[src/rtl/multicycle_control_unit.sv]
// rtl/multicycle_control_unit.sv - multicycle RV32 subset control FSM
// State is registered; control outputs decode from state and are forced to 0 while reset is high.
module multicycle_control_unit #(
    parameter int MEM_HANDSHAKE = 1,
    parameter int STATE_W       = 4
) (
    input  logic               clk,
    input  logic               reset,
    input  logic [6:0]         opcode,
    input  logic [2:0]         funct3,
    input  logic               funct7_5,
    input  logic               zero,
    input  logic               imem_ready,
    input  logic               dmem_ready,
    output logic               PcWrite,
    output logic               PCSrc,
    output logic               IMemRead,
    output logic               IrWrite,
    output logic               DMemRead,
    output logic               DMemWrite,
    output logic               LoadMDR,
    output logic               WriteReg,
    output logic [1:0]         MemToReg,
    output logic               LoadRegA,
    output logic               LoadRegB,
    output logic               AluSrcA,
    output logic [1:0]         AluSrcB,
    output logic [2:0]         SEFct,
    output logic [2:0]         AluFct,
    output logic               LoadAOut,
    output logic               illegal,
    output logic [STATE_W-1:0] state_out
);

    typedef enum logic [3:0] {
        S_FETCH     = 4'd0,
        S_DECODE    = 4'd1,
        S_EXEC_R    = 4'd2,
        S_EXEC_I    = 4'd3,
        S_ALU_WB    = 4'd4,
        S_MEM_ADDR  = 4'd5,
        S_MEM_READ  = 4'd6,
        S_MEM_WB    = 4'd7,
        S_MEM_WRITE = 4'd8,
        S_BRANCH    = 4'd9,
        S_JAL       = 4'd10,
        S_TRAP      = 4'd15
    } state_t;

    localparam logic [6:0] OP_R      = 7'b0110011;
    localparam logic [6:0] OP_I      = 7'b0010011;
    localparam logic [6:0] OP_LOAD   = 7'b0000011;
    localparam logic [6:0] OP_STORE  = 7'b0100011;
    localparam logic [6:0] OP_BRANCH = 7'b1100011;
    localparam logic [6:0] OP_JAL    = 7'b1101111;

    localparam logic [2:0] ALU_ADD = 3'b000;
    localparam logic [2:0] ALU_SUB = 3'b001;
    localparam logic [2:0] ALU_AND = 3'b010;
    localparam logic [2:0] ALU_OR  = 3'b011;
    localparam logic [2:0] ALU_XOR = 3'b100;
    localparam logic [2:0] ALU_SLT = 3'b101;
    localparam logic [2:0] ALU_SLL = 3'b110;
    localparam logic [2:0] ALU_SRL = 3'b111;

    localparam logic [2:0] SEF_I = 3'b000;
    localparam logic [2:0] SEF_S = 3'b001;
    localparam logic [2:0] SEF_B = 3'b010;
    localparam logic [2:0] SEF_J = 3'b011;

    state_t     r_state;
    state_t     w_next;
    logic       w_imem_ok;
    logic       w_dmem_ok;
    logic       w_rtype;
    logic       w_func_ok;
    logic       w_br_ok;
    logic       w_store;
    logic [2:0] w_alu_fct;

    // Without handshaking every memory state completes in a single cycle.
    assign w_imem_ok = (MEM_HANDSHAKE == 0) || imem_ready;
    assign w_dmem_ok = (MEM_HANDSHAKE == 0) || dmem_ready;
    assign w_rtype   = (opcode == OP_R);
    assign w_store   = (opcode == OP_STORE);
    assign w_br_ok   = (funct3 == 3'b000) || (funct3 == 3'b001);

    always_comb begin
        w_alu_fct = ALU_ADD;
        w_func_ok = 1'b1;
        case (funct3)
            3'b000:  w_alu_fct = (w_rtype && funct7_5) ? ALU_SUB : ALU_ADD;
            3'b111:  w_alu_fct = ALU_AND;
            3'b110:  w_alu_fct = ALU_OR;
            3'b100:  w_alu_fct = ALU_XOR;
            3'b010:  w_alu_fct = ALU_SLT;
            3'b001:  w_alu_fct = ALU_SLL;
            3'b101: begin
                // Arithmetic right shift is not supported in either format.
                w_alu_fct = ALU_SRL;
                w_func_ok = !funct7_5;
            end
            default: w_func_ok = 1'b0;
        endcase
    end

    always_comb begin
        w_next = r_state;
        case (r_state)
            S_FETCH:     if (w_imem_ok) w_next = S_DECODE;
            S_DECODE: begin
                case (opcode)
                    OP_R:              w_next = w_func_ok ? S_EXEC_R : S_TRAP;
                    OP_I:              w_next = w_func_ok ? S_EXEC_I : S_TRAP;
                    OP_LOAD, OP_STORE: w_next = S_MEM_ADDR;
                    OP_BRANCH:         w_next = w_br_ok ? S_BRANCH : S_TRAP;
                    OP_JAL:            w_next = S_JAL;
                    default:           w_next = S_TRAP;
                endcase
            end
            S_EXEC_R:    w_next = S_ALU_WB;
            S_EXEC_I:    w_next = S_ALU_WB;
            S_ALU_WB:    w_next = S_FETCH;
            S_MEM_ADDR:  w_next = w_store ? S_MEM_WRITE : S_MEM_READ;
            S_MEM_READ:  if (w_dmem_ok) w_next = S_MEM_WB;
            S_MEM_WB:    w_next = S_FETCH;
            S_MEM_WRITE: if (w_dmem_ok) w_next = S_FETCH;
            S_BRANCH:    w_next = S_FETCH;
            S_JAL:       w_next = S_FETCH;
            S_TRAP:      w_next = S_TRAP;
            default:     w_next = S_TRAP;
        endcase
    end

    always_ff @(posedge clk or posedge reset) begin
        if (reset) begin
            r_state <= S_FETCH;
        end else begin
            r_state <= w_next;
        end
    end

    // Masking with reset makes an in-flight access drop its strobes without waiting for an edge.
    always_comb begin
        PcWrite   = 1'b0;
        PCSrc     = 1'b0;
        IMemRead  = 1'b0;
        IrWrite   = 1'b0;
        DMemRead  = 1'b0;
        DMemWrite = 1'b0;
        LoadMDR   = 1'b0;
        WriteReg  = 1'b0;
        MemToReg  = 2'b00;
        LoadRegA  = 1'b0;
        LoadRegB  = 1'b0;
        AluSrcA   = 1'b0;
        AluSrcB   = 2'b00;
        SEFct     = SEF_I;
        AluFct    = ALU_ADD;
        LoadAOut  = 1'b0;
        illegal   = 1'b0;
        if (!reset) begin
            case (r_state)
                S_FETCH: begin
                    IMemRead = 1'b1;
                    AluSrcB  = 2'b01;
                    IrWrite  = w_imem_ok;
                    PcWrite  = w_imem_ok;
                end
                S_DECODE: begin
                    LoadRegA = 1'b1;
                    LoadRegB = 1'b1;
                    LoadAOut = 1'b1;
                    AluSrcB  = 2'b10;
                    SEFct    = (opcode == OP_JAL) ? SEF_J : SEF_B;
                end
                S_EXEC_R: begin
                    AluSrcA  = 1'b1;
                    AluSrcB  = 2'b00;
                    AluFct   = w_alu_fct;
                    LoadAOut = 1'b1;
                end
                S_EXEC_I: begin
                    AluSrcA  = 1'b1;
                    AluSrcB  = 2'b10;
                    SEFct    = SEF_I;
                    AluFct   = w_alu_fct;
                    LoadAOut = 1'b1;
                end
                S_ALU_WB: begin
                    WriteReg = 1'b1;
                    MemToReg = 2'b00;
                end
                S_MEM_ADDR: begin
                    AluSrcA  = 1'b1;
                    AluSrcB  = 2'b10;
                    SEFct    = w_store ? SEF_S : SEF_I;
                    LoadAOut = 1'b1;
                end
                S_MEM_READ: begin
                    DMemRead = 1'b1;
                    LoadMDR  = w_dmem_ok;
                end
                S_MEM_WB: begin
                    WriteReg = 1'b1;
                    MemToReg = 2'b01;
                end
                S_MEM_WRITE: DMemWrite = 1'b1;
                S_BRANCH: begin
                    AluSrcA = 1'b1;
                    AluSrcB = 2'b00;
                    AluFct  = ALU_SUB;
                    PCSrc   = 1'b1;
                    PcWrite = funct3[0] ? !zero : zero;
                end
                S_JAL: begin
                    WriteReg = 1'b1;
                    MemToReg = 2'b10;
                    PcWrite  = 1'b1;
                    PCSrc    = 1'b1;
                end
                default: illegal = 1'b1;
            endcase
        end
    end

    always_comb begin
        state_out = '0;
        if (!reset) begin
            state_out[3:0] = r_state;
        end
    end

endmodule

[config.mk]
export PLATFORM = sky130hd
export DESIGN_NAME = multicycle_control_unit
export DESIGN_NICKNAME = d
export VERILOG_FILES = /design/src/rtl/multicycle_control_unit.sv
export SDC_FILE = /design/constraint.sdc
export NUM_CORES = 1
export LEC_CHECK = 0
export CAP_MARGIN = 30
export CORE_UTILIZATION = 41
export DETAILED_ROUTE_END_ITERATION = 8
export PLACE_DENSITY = 0.91
export SYNTH_ARGS = -nofsm -noshare
export SYNTH_HDL_FRONTEND = slang
export SYNTH_SLANG_ARGS = --single-unit
[constraint.sdc]
create_clock -name clk -period 3.8 [get_ports clk]
set_clock_uncertainty 0.1 [all_clocks]
set_input_delay 1.14 -clock clk [delete_from_list [all_inputs] [get_ports clk]]
set_output_delay 1.14 -clock clk [all_outputs]
set_load 0.1 [all_outputs]
==> results of run 1 <==
-- cell usage after synthesis, types with 2 or more instances --
| cell type | count |
|---|---|
| clkbuf_1 | 3 |
| buf_2 | 2 |
| nand2b_1 | 2 |
| nor3_1 | 9 |
| nor4_1 | 3 |
| xnor2_1 | 2 |
| nand3_1 | 3 |
| mux2i_1 | 2 |
| a31o_1 | 2 |
| inv_1 | 6 |
| buf_4 | 3 |
| nand2_1 | 13 |
| a21oi_1 | 11 |
| o21ai_1 | 2 |
| nor2_1 | 22 |
| and3_1 | 2 |
| dfrtp_1 | 4 |
| o21ai_0 | 6 |
| nor2b_1 | 6 |
-- per-stage QoR --
stage / cells / setup WS (ps) / hold WS (ps) / instance area [µm²]
floorplan: 124 / -117.1 / 540.3 / 983.4
global placement: 193 / 54.38 / 621.3 / 1718
-- cells by family after synthesis --
| kind of cell | share of synthesized area |
|---|---|
| AND/OR/NAND/NOR | 0.4328 |
| AO/OA/AOI/OAI | 0.2902 |
| buffers and inverters | 0.09179 |
| flip-flops | 0.1312 |
| XOR/XNOR | 0.02296 |
| multiplexers | 0.02623 |
| other | 0.004913 |
==> run_results.csv, run 1 <==
group,metric,value,unit
outcome,status,"did not finish",
outcome,stop_stage,"3_5_place_dp",
outcome,stop_error,"[ERROR DPL-0033] detailed placement checks failed during check placement.",
floorplanning,die_y,45.15,µm
synthesis,yosysWarningCount,0,
synthesis,synth_cells,124,
floorplanning,start_util,0.4420,
floorplanning,ioPinCount,43,
synthesis,synth_enable_flop_cells,0,
synthesis,synth_top_area_cell,"dfrtp_1",
synthesis,ys_types,40,
synthesis,synth_top_area_share,0.1311,
place,hpwl,3960,µm
synthesis,syn_area,763.2,µm²
synthesis,syn-num-nets,140,
floorplanning,rows,15,
synthesis,synth_seq_cells,4,
synthesis,synth_area_per_cell,6.155,µm²
floorplanning,die_x,45.15,µm
synthesis,synth-main-ff-cell,"dfrtp_1",
synthesis,synth.area.top_cells,"dfrtp_1, nor2_1, a21oi_1, nand2_1, nor3_1",
place,numPortBuffers,41,
synthesis,synth-seq-area-share,0.1311,
place,place_congestion,0.9346,
synthesis,async_flop_share,1.000,
==> run 2, diff against run 1 <==
--- a/config.mk
+++ b/config.mk
@@ -6,9 +6,10 @@
 export NUM_CORES = 1
 export LEC_CHECK = 0
 export CAP_MARGIN = 30
-export CORE_UTILIZATION = 41
+export CORE_AREA = 2 2 63 65
 export DETAILED_ROUTE_END_ITERATION = 8
-export PLACE_DENSITY = 0.91
+export DIE_AREA = 0 0 65 67
+export PLACE_DENSITY_LB_ADDON = 0.15
 export SYNTH_ARGS = -nofsm -noshare
 export SYNTH_HDL_FRONTEND = slang
 export SYNTH_SLANG_ARGS = --single-unit
==> run 2 against run 1 <==
Net effect: the flow now finishes without violations; area after synthesis stayed put; synthesized cell count did not move.
==> run_results.csv, run 2 <==
group,metric,value,unit
timing,relSlewSlack,0.6606,
clocking,cts_htree_levels,1,
clocking,cts_root_buf,"clkbuf_8",
finish,diodes,0,
pwr,leakage,0.7182,nW
min_path,holdCritPathClass,"flop to flop",
synthesis,yosysWarningCount,0,
synthesis,synth_seq_cells,4,
place,placed_cells,216,
critical_path,path_cells,"clkdlybuf4s50_1, nor2_1, and4_1, a21oi_1, o22ai_4, buf_12",
synthesis,ys_types,40,
timing,setup_viol,0,
finish,fin_cells,222,
clocking,clock_sinks,4,
route,ant_nets,0,
route,initialDrtViolationCount,40,
route,wl_per_cell,13.21,µm
finish,largest-register,"r_state",
place,hpwl,2442,µm
route,wl,2933,µm
synthesis,synth-seq-area-share,0.1311,
critical_path,cp_slowest_cell,"clkdlybuf4s50_1",
finish,top_regs,"r_state x4",
clocking,cts.path.max_buffers,2,
timing,final_hold_viol_count,0,
synthesis,synth_area_per_cell,6.155,µm²
global_route,globalRouteOverflowTotal,0,
synthesis,synth.most_common_cell,"nor2_1",
critical_path,critPathKind,"input port to primary output",
place,place_congestion,0.8602,
finish,area_growth,138.9,%
synthesis,synth.area.top_cells,"dfrtp_1, nor2_1, a21oi_1, nand2_1, nor3_1",
global_route,antenna_found_initial,0,
global_route,grt_first_pass_wirelength,4961,µm
route,num_vias,1095,
critical_path,crit_family,"buffers and inverters",
synthesis,netlist_top_cells_count,"nor2_1, nand2_1, a21oi_1, nor3_1",
critical_path,cp.required,2560,ps
floorplanning,die_x,65,µm
finish,fin_nets,192,
timing,fin_crit_sh,0.9814,
finish,fillers,332,
timing,drv_slew,0,
floorplanning,die-area,0.004355,mm²
synthesis,synth-main-ff-cell,"dfrtp_1",
floorplanning,core,0.003606,mm²
floorplanning,ioPinCount,43,
route,drcViolationCount,0,
route,vias_per_cell,4.932,
timing,min_period,3729,ps
synthesis,async_flop_share,1.000,
floorplanning,die_y,67,µm
flow_run,max_cap_violations,0,
clocking,cts_inserted_buffers,3,
finish,final_cell_mix,"buf_12, buf_4, nor2_1, nand2_1",
critical_path,cpPeakStageDelay,510,ps
synthesis,syn_area,763.2,µm²
floorplanning,start_util,0.2117,
synthesis,synth_top_area_share,0.1311,
global_route,grt_max_degree,18,
synthesis,syn-num-nets,140,
critical_path,critical_path_arrival,2490,ps
timing,fmax,268.1,MHz
global_route,first_global_vias,1075,
synthesis,synth_cells,124,
pwr,p_total,0.2376,mW
finish,multi_input_area,804.5,µm²
timing,worst_pin_slew,509.1,ps
clocking,clkLatencyLatePin,210,ps
finish,largest_reg_flops,4,
timing,grt_setup_unrepaired,"false",
synthesis,synth_enable_flop_cells,0,
finish,layout_commonest_cell,"buf_12",
critical_path,cp_max_fo,3,
route,dr.pass1.iters,4,
clocking,cts_tree,"yes",
floorplanning,rows,22,
global_route,grt_usage,0.1424,
critical_path,worstSetupStartpointType,"input port",
outcome,status,"finished, final reports clean",
place,numPortBuffers,41,
critical_path,cp.buffers_inverters,2,
clocking,holdBufCountCts,0,
synthesis,synth_top_area_cell,"dfrtp_1",
pwr,ir_drop,0.1287,mV
finish,drive_gt1_frac,0.4368,
clocking,path_clk_slew,30,ps
pwr,power_density,130.3,mW/mm²
finish,register_area,100.1,µm²
critical_path,critical_path.endpoint_type,"primary output",
timing,finalSetupTns,0,ps
-- run 2: final timing paths --
| path | startpoint | endpoint | slack (ps) | cells after the start |
|---|---|---|---|---|
| worst min-delay path | r_state[0]$_DFFE_PP0P_ | r_state[0]$_DFFE_PP0P_ | 650 | 1 |
| worst max-delay path | funct3[0] | AluFct[0] | 70 | 6 |
| min in group asynchronous | reset | r_state[1]$_DFFE_PP0P_ | 1280 | 3 |
| worst max register to register | r_state[3]$_DFFE_PP0P_ | r_state[3]$_DFFE_PP0P_ | 1850 | 4 |
| max in group asynchronous | reset | r_state[3]$_DFFE_PP0P_ | 2170 | 3 |
| worst min register to register | r_state[0]$_DFFE_PP0P_ | r_state[0]$_DFFE_PP0P_ | 650 | 1 |
-- run 2: where the power goes --
group          internal, mW  switching [mW]  leakage, nW  total [mW]
combinational        0.0439          0.0637        0.661       0.108
sequential           0.0431        0.000848       0.0352      0.0440
clock                0.0672          0.0188       0.0216      0.0860
-- run 2: what timing repair did --
action / in CTS / in global routing
buffers inserted: 3 / 0
gates resized for setup: 8 / 3
setup endpoints to repair: 1 / 1
pin swaps: 4 / 1
-- run 2: logic make-up after synthesis --
family | count (synthesis) | share of synthesized area
xor+xnor | 2 | 0.02296
simple gates | 66 | 0.4328
buf+inv | 15 | 0.09179
other cells | 1 | 0.004913
mux | 2 | 0.02623
flops | 4 | 0.1312
compound gates | 34 | 0.2902
-- run 2: layout make-up --
cell class	count	area share
sequential	4	0.05491
clock buffer	3	0.02265
inverter	6	0.01235
multi-input combinational	105	0.4413
timing repair buffer	56	0.4358
tap	48	0.03294
-- run 2: worst reg2reg max path, stage by stage, from the launching register on --
cell     delay [ps]
dfrtp_1         620
inv_1           290
nand2_1         350
nor2_1           90
a221o_2         380
-- run 2: routing by layer --
| layer | up-vias | share of wire | global-route usage |
|---|---|---|---|
| met1 | 510 | 0.43 | 0.1807 |
| met4 | 0 | 0 | 0.02926 |
| met2 | 40 | 0.53 | 0.2629 |
| li1 | 545 | - | - |
| met3 | 0 | 0.044 | 0.01014 |
| met5 | - | 0 | 0 |
-- run 2: per-stage QoR --
stage	hold WS, ps	utilization	setup WS, ps	cell area (µm²)
after floorplan	540.3	-	-117.1	983.4
after global placement	629.2	0.4844	30.74	1747
after detailed placement	651.8	0.4844	-37.37	1747
after CTS	657.6	0.5035	72.07	1815
after global routing	700.3	0.5056	30.20	1823
final	650.3	0.5056	70.72	1823
Note: power is estimated with default switching activity, not from simulation.
==> run 3, diff against run 2 <==
--- a/config.mk
+++ b/config.mk
@@ -9,6 +9,7 @@
 export CORE_AREA = 2 2 63 65
 export DETAILED_ROUTE_END_ITERATION = 8
 export DIE_AREA = 0 0 65 67
+export MAX_ROUTING_LAYER = met4
 export PLACE_DENSITY_LB_ADDON = 0.15
 export SYNTH_ARGS = -nofsm -noshare
 export SYNTH_HDL_FRONTEND = slang
==> run 3 against run 2 <==
Net effect: clock-buffer cell count unchanged; sequential share of layout area decreased by 0.060 points; first-iteration DRC count rose by 30%; maximum frequency barely moved; non-clock buffer count rose by 1; largest cell class unchanged.
==> run_results.csv, run 3 (synthesized netlist as in run 2, its figures left out) <==
group,metric,value,unit
pwr,power.share.sequential,0.183,
clocking,cts_htree_levels,1,
pwr,p_comb_frac,0.451,
critical_path,crit_path_frequent_cell,"buf_12",
place,hpwl,2396,µm
critical_path,worstSetupStartpointType,"input port",
timing,relSlewSlack,0.6662,
route,ant_nets,0,
clocking,path_clk_slew,30,ps
clocking,clkLatencyLatePin,210,ps
global_route,globalRouteOverflowTotal,0,
floorplanning,start_util,0.2117,
global_route,grt_first_pass_wirelength,5106,µm
pwr,switchingPower,0.08522,mW
finish,multi_input_area,814.5,µm²
timing,setup_viol,0,
finish,largest-register,"r_state",
finish,fillers,344,
critical_path,r2r-start,"r_state[3]$_DFFE_PP0P_",
pwr,p_total,0.2400,mW
clocking,cts_inserted_buffers,3,
critical_path,rrSetupSlack,1820,ps
critical_path,cp.buffers_inverters,3,
floorplanning,ioPinCount,43,
finish,final_area,0.001843,mm²
critical_path,cp.required,2560,ps
clocking,clock_sinks,4,
critical_path,crit_family,"buffers and inverters",
global_route,first_global_vias,1091,
critical_path,critical_path.endpoint_type,"primary output",
finish,area_growth,141.5,%
critical_path,cp_max_fo,17,
timing,drv_slew,0,
global_route,grt_max_degree,18,
timing,holdWs,641.6,ps
finish,top_regs,"r_state x4",
clocking,holdBufCountCts,0,
flow_run,max_cap_violations,0,
floorplanning,die-area,0.004355,mm²
min_path,worstHoldPathCells,1,
timing,fmax,268.3,MHz
floorplanning,rows,22,
timing,fin_crit_sh,0.9808,
clocking,cts_tree,"yes",
finish,drive_gt1_frac,0.4514,
route,initialDrtViolationCount,52,
min_path,min_to,"r_state[0]$_DFFE_PP0P_",
min_path,hp-start,"r_state[0]$_DFFE_PP0P_",
pwr,power_density,130.2,mW/mm²
route,num_vias,1102,
timing,min_period,3727,ps
global_route,grt_usage,0.1512,
clocking,cts.path.max_buffers,2,
timing,final_hold_viol_count,0,
clocking,cts_root_buf,"clkbuf_8",
finish,register_area,100.1,µm²
finish,fin_nets,193,
pwr,leakage,0.7349,nW
timing,grt_setup_unrepaired,"false",
finish,diodes,0,
place,dpl-instance-area,0.001754,mm²
critical_path,r2r-end,"r_state[3]$_DFFE_PP0P_",
critical_path,path_cells,"clkdlybuf4s50_1, buf_12, nor2_4, nand2_4, o22ai_4, buf_12",
pwr,pwr-share-clk,0.366,
route,drcViolationCount,0,
critical_path,critical_path_arrival,2490,ps
route,vias_per_cell,4.942,
finish,largest_reg_flops,4,
critical_path,cp_slowest_cell,"clkdlybuf4s50_1",
floorplanning,die_x,65,µm
route,wl_per_cell,13.06,µm
finish,final_cell_mix,"buf_12, buf_4, nor2_1, nand2_1",
outcome,status,"finished, final reports clean",
finish,layout_commonest_cell,"buf_12",
timing,worst_pin_slew,500.7,ps
global_route,antenna_found_initial,0,
route,dr.pass1.iters,4,
place,place_congestion,0.9101,
critical_path,critPathKind,"input port to primary output",
floorplanning,die_y,67,µm
min_path,holdCritPathClass,"flop to flop",
critical_path,worstRegToRegCells,4,
pwr,p_sw_frac,0.3551,
place,numPortBuffers,41,
pwr,ir_drop,0.1052,mV
route,wl,2913,µm
floorplanning,core,0.003606,mm²
finish,final_util,0.5111,
critical_path,cpPeakStageDelay,450,ps
pwr,intPower,0.1548,mW
-- run 3: power groups by stage --
stage	combinational [mW]	sequential (mW)	clock (mW)
6_report	0.108	0.0440	0.0878
2_1_floorplan	0.0582	0.0437	0
3_3_place_gp	0.107	0.0444	0
4_1_cts	0.108	0.0439	0.0915
5_1_grt	0.114	0.0440	0.0965
3_5_place_dp	0.108	0.0444	0
-- run 3: routing by layer --
metal  vias up  global-route usage  wire, µm
li1        550                   -         -
met5         -                   -         0
met1       515              0.1925      1285
met2        33              0.2513      1460
met3         4             0.01182       139
met4         0             0.05585        29
-- run 3: how the worst max path moves through the flow --
stage	startpoint	endpoint	slack, ps	cells after the start
2_1_floorplan	opcode[1]	SEFct[0]	-120	4
3_3_place_gp	opcode[1]	AluFct[0]	7	7
3_5_place_dp	opcode[0]	AluFct[0]	-30	7
4_1_cts	funct3[0]	PcWrite	20	7
5_1_grt	reset	AluFct[0]	9	6
6_report	reset	AluFct[0]	70	6
-- run 3: through the flow --
step	worst slack, ps	cells	setup TNS (ps)
3_3_place_gp	7.193	217	0
4_1_cts	19.41	223	0
2_1_floorplan	-117.1	124	-269.8
5_1_grt	9.380	223	0
6_report	73.13	223	0
3_5_place_dp	-27.52	217	-34.46
-- run 3: repair_timing --
action | 4_1_cts | 5_1_grt
hold endpoints to repair | 0 | 0
setup endpoints to repair | 2 | 3
pin swaps | 4 | 2
gates resized for setup | 9 | 6
buffers inserted | 3 | 0
-- run 3: area by class of cell --
| type | instances | area share |
|---|---|---|
| Clock buffer | 3 | 0.02240 |
| Inverter | 6 | 0.01222 |
| Multi-Input combinational cell | 105 | 0.4420 |
| Sequential cell | 4 | 0.05431 |
| Tap cell | 48 | 0.03259 |
| Timing Repair Buffer | 57 | 0.4365 |
